<file path="src/rtl/twi_init_sequencer.sv">
// ---------------------------------------------------------------------------------------------
// twi_init_sequencer
//
// Walks a small table of initialisation entries and turns them into write commands for a TWI
// (I2C) master. Each 18-bit entry is {opcode[1:0], addr_byte[7:0], data_byte[7:0]}:
//   00 END    - stop, pulse oDone
//   01 WRITE  - issue one command (addr/RW byte + data byte), retry up to RETRY_MAX on NACK
//   10 DELAY  - wait data_byte * DELAY_UNIT clock cycles
//   11        - illegal entry, flagged as an error
//
// Ports
//   iPlbClk, iPlbResetN  : clock (rising edge) and asynchronous active-low reset
//   iStart               : one-cycle start pulse, honoured only while idle
//   oBusy / oDone        : sequence running / one-cycle completion pulse
//   oError / oErrIndex   : sticky failure flag and index of the failing entry
//   oTblAddr / iTblData  : table read port, data valid one cycle after the address
//   oCmdValid/iCmdReady  : command handshake towards the TWI master
//   oCmdAddr / oCmdData  : command address/RW byte and data byte
//   iRspValid / iRspAck  : end-of-transaction pulse and its ACK status
// ---------------------------------------------------------------------------------------------
module twi_init_sequencer #(
  parameter int unsigned TBL_ADDR_WIDTH = 6,
  parameter int unsigned RETRY_MAX      = 3,
  parameter int unsigned DELAY_UNIT     = 1000
) (
  input  logic                      iPlbClk,
  input  logic                      iPlbResetN,
  input  logic                      iStart,
  output logic                      oBusy,
  output logic                      oDone,
  output logic                      oError,
  output logic [TBL_ADDR_WIDTH-1:0] oErrIndex,
  output logic [TBL_ADDR_WIDTH-1:0] oTblAddr,
  input  logic [17:0]               iTblData,
  output logic                      oCmdValid,
  input  logic                      iCmdReady,
  output logic [7:0]                oCmdAddr,
  output logic [7:0]                oCmdData,
  input  logic                      iRspValid,
  input  logic                      iRspAck
);

  // Counter must hold 255 * DELAY_UNIT; attempt counter must hold RETRY_MAX.
  localparam int unsigned CntW = (DELAY_UNIT > 1) ? $clog2(255 * DELAY_UNIT + 1) : 8;
  localparam int unsigned AttW = (RETRY_MAX > 0) ? $clog2(RETRY_MAX + 1) : 1;

  localparam logic [1:0] OpEnd   = 2'b00;
  localparam logic [1:0] OpWrite = 2'b01;
  localparam logic [1:0] OpDelay = 2'b10;
  localparam logic [1:0] OpBad   = 2'b11;

  typedef enum logic [2:0] {
    StIdle,
    StFetch,
    StDecode,
    StIssue,
    StWaitRsp,
    StDelay,
    StFinish
  } state_e;

  state_e                    r_state;
  state_e                    w_state_nxt;
  logic [TBL_ADDR_WIDTH-1:0] r_index;
  logic [TBL_ADDR_WIDTH-1:0] r_err_index;
  logic [AttW-1:0]           r_attempts;
  logic [CntW-1:0]           r_cnt;
  logic [7:0]                r_cmd_addr;
  logic [7:0]                r_cmd_data;
  logic                      r_error;

  logic [1:0]                w_opcode;
  logic [CntW-1:0]           w_delay_load;
  logic                      w_rsp_ack;
  logic                      w_can_retry;
  logic                      w_delay_done;
  logic                      w_advance;
  logic                      w_last;
  state_e                    w_adv_state;

  assign w_opcode     = iTblData[17:16];
  assign w_delay_load = CntW'(iTblData[7:0]) * CntW'(DELAY_UNIT);
  assign w_rsp_ack    = (r_state == StWaitRsp) && iRspValid && iRspAck;
  assign w_can_retry  = (r_attempts < AttW'(RETRY_MAX));
  // Last decrement (or an already-zero load) ends the wait, so a delay of N ticks spends
  // exactly N*DELAY_UNIT cycles in DELAY and a zero delay spends a single cycle there.
  assign w_delay_done = (r_state == StDelay) && (r_cnt <= CntW'(1));
  assign w_advance    = w_rsp_ack || w_delay_done;
  // The top table index ends the sequence instead of wrapping back to entry 0.
  assign w_last       = &r_index;
  assign w_adv_state  = w_last ? StFinish : StFetch;

  // State register
  always_ff @(posedge iPlbClk or negedge iPlbResetN) begin
    if (!iPlbResetN) begin
      r_state <= StIdle;
    end else begin
      r_state <= w_state_nxt;
    end
  end

  // Next-state logic
  always_comb begin
    w_state_nxt = r_state;
    case (r_state)
      StIdle: begin
        if (iStart) w_state_nxt = StFetch;
      end
      StFetch: begin
        w_state_nxt = StDecode;
      end
      StDecode: begin
        unique case (w_opcode)
          OpEnd:   w_state_nxt = StFinish;
          OpWrite: w_state_nxt = StIssue;
          OpDelay: w_state_nxt = StDelay;
          OpBad:   w_state_nxt = StFinish;
        endcase
      end
      StIssue: begin
        if (iCmdReady) w_state_nxt = StWaitRsp;
      end
      StWaitRsp: begin
        if (iRspValid) begin
          if (iRspAck)          w_state_nxt = w_adv_state;
          else if (w_can_retry) w_state_nxt = StIssue;
          else                  w_state_nxt = StFinish;
        end
      end
      StDelay: begin
        if (w_delay_done) w_state_nxt = w_adv_state;
      end
      StFinish: begin
        w_state_nxt = StIdle;
      end
      default: begin
        w_state_nxt = StIdle;
      end
    endcase
  end

  // Datapath registers: index, retry count, delay counter, command bytes, error capture
  always_ff @(posedge iPlbClk or negedge iPlbResetN) begin
    if (!iPlbResetN) begin
      r_index     <= '0;
      r_err_index <= '0;
      r_attempts  <= '0;
      r_cnt       <= '0;
      r_cmd_addr  <= '0;
      r_cmd_data  <= '0;
      r_error     <= 1'b0;
    end else begin
      case (r_state)
        StIdle: begin
          if (iStart) begin
            r_error     <= 1'b0;
            r_err_index <= '0;
            r_index     <= '0;
            r_attempts  <= '0;
            r_cnt       <= '0;
          end
        end
        StDecode: begin
          if (w_opcode == OpWrite) begin
            r_cmd_addr <= iTblData[15:8];
            r_cmd_data <= iTblData[7:0];
          end
          if (w_opcode == OpDelay) begin
            r_cnt <= w_delay_load;
          end
          if (w_opcode == OpBad) begin
            r_error     <= 1'b1;
            r_err_index <= r_index;
          end
        end
        StWaitRsp: begin
          if (iRspValid) begin
            if (iRspAck) begin
              r_attempts <= '0;
            end else if (w_can_retry) begin
              r_attempts <= r_attempts + AttW'(1);
            end else begin
              r_error     <= 1'b1;
              r_err_index <= r_index;
            end
          end
        end
        StDelay: begin
          if (r_cnt != '0) r_cnt <= r_cnt - CntW'(1);
        end
        default: ;
      endcase

      if (w_advance && !w_last) begin
        r_index <= r_index + TBL_ADDR_WIDTH'(1);
      end
    end
  end

  // Outputs: handshake and status decoded from state so reset drops them immediately
  always_comb begin
    oBusy     = (r_state != StIdle);
    oDone     = (r_state == StFinish);
    oCmdValid = (r_state == StIssue);
    oTblAddr  = r_index;
    oCmdAddr  = r_cmd_addr;
    oCmdData  = r_cmd_data;
    oError    = r_error;
    oErrIndex = r_err_index;
  end

endmodule

</file>
<file path="config.mk">
export PLATFORM = sky130hd
export DESIGN_NAME = twi_init_sequencer
export DESIGN_NICKNAME = d
export VERILOG_FILES = /design/src/rtl/twi_init_sequencer.sv
export SDC_FILE = /design/constraint.sdc
export NUM_CORES = 1
export LEC_CHECK = 0
export CORE_UTILIZATION = 56
export CTS_CLUSTER_SIZE = 8
export DETAILED_ROUTE_END_ITERATION = 7
export PLACE_DENSITY = 0.84
export SLEW_MARGIN = 25
export SYNTH_ARGS = -nofsm -noshare
export SYNTH_HDL_FRONTEND = slang
export SYNTH_SLANG_ARGS = --single-unit
</file>
<file path="constraint.sdc">
create_clock -name iPlbClk -period 2.3 [get_ports iPlbClk]
set_input_delay 0.46 -clock iPlbClk [delete_from_list [all_inputs] [get_ports iPlbClk]]
set_output_delay 0.46 -clock iPlbClk [all_outputs]
set_load 0.05 [all_outputs]
</file>
==> impl_metrics.yaml <==
timing:
  fin_tns_setup_ps: -14290
  fmax_ghz: 0.2502
  fin_ws_ps: -1696
  fin_crit_sh: 1.737
  finalHoldViolCount: 0
  clock_skew_ps: 14.68
  setup_viol: 11
  maxSlewHeadroom: 0.5488
  drv_slew: 0
  fin_crit_ps: 3996
  rsz0062_at_grt: "true"
  tightest_slew_ps: 676.7
route:
  routedWlPerCell_um: 21.76
  vias: 4274
  vias_per_cell: 6.417
  drtIter0Drc: 405
  drtAntennaViolNets: 0
  first_pass_iters: 6
  drc: 0
  totalWireLength_um: 14500
worst_hold_path:
  hp-class: "in2async"
global_routing:
  grt_pass1_wl_um: 20090
  grt_pass1_vias: 4064
  gr-total-overflow: 0
  antenna_found_initial: 0
  grt_max_degree: 53
  grt_usage: 0.3409
clock_network:
  ctsRootBufferMaster: "clkbuf_8"
  path_clk_slew_ps: 100
  cts_sinks: 52
  clk_latency_ps: 330
  cts_max_level: 2
  cts_tree: "built"
  numCtsBuffers: 5
  postCtsHoldBufs: 0
  ctsLongestPathBuffers: 2
synthesis:
  syn_avg_cell_area_sq_um: 9.406
  yosys.area.top_type: "dfrtp_1"
  synth_edf_count: 0
  yosysWarnings: 0
  ys_top_cells_by_area: "dfrtp_1 30%, ha_1 13%, fa_1 9.8%, o21ai_0 5.3%, mux2_2 4.5%"
  syn-cell-area_sq_um: 4270
  synth.net_count: 544
  synth_top_area_share: 0.3047
  syn_inst: 454
  ys_types: 61
  seq_area_frac_synth: 0.3047
  synth-seq-cells: 52
  synthArstFlopShare: 1.000
  synthFlopType: "dfrtp_1"
die:
  die_area_sq_um: 7979
  row_count: 31
  start_util: 0.5825
  die_w_um: 89.33
  die_h_um: 89.33
  io-pin-count: 56
  coreArea_sq_um: 7331
final_layout:
  finalNonFillerCells: 666
  antenna_cells: 0
  layout_commonest_cell: "buf_4"
  final_cell_mix: "57 x buf_4, 52 x dfrtp_1, 44 x clkdlybuf4s50_1"
  synthToLayoutAreaGrowth_pct: 34.81
  drive_gt1_frac: 0.2681
  layout.nets: 656
  num-fill-cells: 389
  final_cell_area_sq_um: 5757
worst_setup_path:
  cp_max_fo: 4
  arrival_ps: 4200
  worst_ep_required_time_ps: 2500
  rr_startpoint: "r_cnt[0]$_DFFE_PN0P_"
  crit_type: "in2reg"
  cp-start-kind: "primary input"
  cp-startpoint: "iTblData[3]"
  crit_path_end_kind: "flop"
  reg2reg_slack_ps: 40
power_and_ir_drop:
  clkPwrFrac: 0.070
  combinationalPowerShare: 0.737
  p_leak_nw: 2.606
  p_int_w: 0.004026
  p_per_area_nw_per_um2: 1421
  ir_worst_vdd_mv: 0.9922
  power_frac_seq: 0.192
  netSwitchingPower_w: 0.004155
  swShare: 0.5079
placement:
  placed_area_sq_um: 5371
  dp.cells: 646
  dp_hpwl_um: 8374
  place.gp.congestion: 0.9415
  dp_slack_ps: -2116
  io_buffers: 55
run_status:
  violations: "negative setup slack"
  outcome: "finished with violations"
job:
  cap_viol_max_count: 0
[stage by stage]
step | hold WS (ps) | utilization | power, W
floorplan | 164.4 | - | 0.005042
global route | 317.6 | 0.7853 | 0.008573
CTS | 278.1 | 0.7698 | 0.007617
global placement | 465.8 | 0.7327 | 0.006610
detailed placement | 485.5 | 0.7327 | 0.006822
finish | 245.8 | 0.7853 | 0.008181
[synthesized netlist by cell type, types with 2 or more instances]
master,number
o21bai_1,2
o31ai_1,2
and3_1,2
a31oi_1,2
a32oi_1,2
nand3_1,9
buf_2,9
xor2_1,4
fa_1,21
a211o_1,5
nor2b_1,2
o21ai_0,45
a21o_1,5
o22ai_1,2
a21oi_1,26
nand2b_1,7
a21o_2,2
ha_1,45
or3_1,5
o21a_1,2
xnor2_1,9
nor3_1,11
inv_1,44
nor3b_1,4
mux2_2,17
nand3b_1,2
nor2_1,27
a211oi_1,4
clkbuf_1,7
nor4_4,2
nand4_1,3
a21boi_0,2
nor4_1,4
or2_2,2
a22oi_1,6
nand2_1,35
dfrtp_1,52
[metal layers]
| layer | wire length (um) | global-route usage | part of all wire | vias up |
|---|---|---|---|---|
| met5 | 0 | 0 | 0 | - |
| met4 | 1037 | 0.1818 | 0.072 | 0 |
| met3 | 1130 | 0.07572 | 0.078 | 96 |
| met2 | 7258 | 0.6017 | 0.50 | 309 |
| met1 | 5068 | 0.3850 | 0.35 | 2054 |
| li1 | - | - | - | 1815 |
[worst paths after layout]
check / depth (start not counted) / end
setup / recovery: 14 / r_cnt[16]$_DFFE_PN0P_
hold / removal: 2 / r_cnt[14]$_DFFE_PN0P_
setup reg to reg: 9 / r_cnt[16]$_DFFE_PN0P_
hold reg to reg: 2 / oErrIndex[2]$_DFFE_PN0P_
max in group asynchronous: 2 / oCmdAddr[0]$_DFFE_PN0P_
min in group iPlbClk: 2 / oCmdData[1]$_DFFE_PN0P_
[cells by family after synthesis]
kind of cell,count (synthesis),synth area share
AO/OA/AOI/OAI,119,0.1776
XOR/XNOR,13,0.02666
adder cells (fa/ha/maj),66,0.2303
buffers and inverters,61,0.05801
flip-flops,52,0.3047
multiplexers,18,0.04717
AND/OR/NAND/NOR,125,0.1556
[critical path, cell delays in order]
cell      delay (ps)
buf_8            100
fa_1             610
inv_2             60
fa_1             470
fa_1             530
fa_1             550
inv_2             70
ha_4             280
o21a_1           140
o31a_1           280
a211oi_2         140
nor3b_1          250
nand3b_1         150
a32oi_1          100
[registers in the layout, indices dropped and copies added, names as in the netlist]
register    flops
oCmdAddr        8
oErrIndex       6
oCmdData        8
r_state         3
r_cnt          18
r_attempts      2
oError          1
oTblAddr        6
[power by group through the flow]
stage | logic (W) | clock network (W) | registers (W)
after floorplan | 0.00289 | 0 | 0.00215
after global placement | 0.00509 | 0 | 0.00152
after detailed placement | 0.00528 | 0 | 0.00155
after CTS | 0.00552 | 0.000571 | 0.00153
after global routing | 0.00638 | 0.000588 | 0.00160
final | 0.00603 | 0.000576 | 0.00157
[final cells by class]
class / count / area [sq um] / area share
Clock buffer: 5 / 68.82 / 0.01195
Multi-Input combinational cell: 341 / 2944 / 0.5114
Sequential cell: 52 / 1301 / 0.2260
Inverter: 44 / 165.2 / 0.02869
Clock inverter: 3 / 26.28 / 0.004564
Timing Repair Buffer: 122 / 1127 / 0.1958
Tap cell: 99 / 123.9 / 0.02152
[timing repair]
item | CTS | global route
setup endpoints to repair | 11 | 11
setup buffers | 3 | 10
pin swaps | 26 | 23
resized for setup | 58 | 16
(Power assumes the default switching activity.)
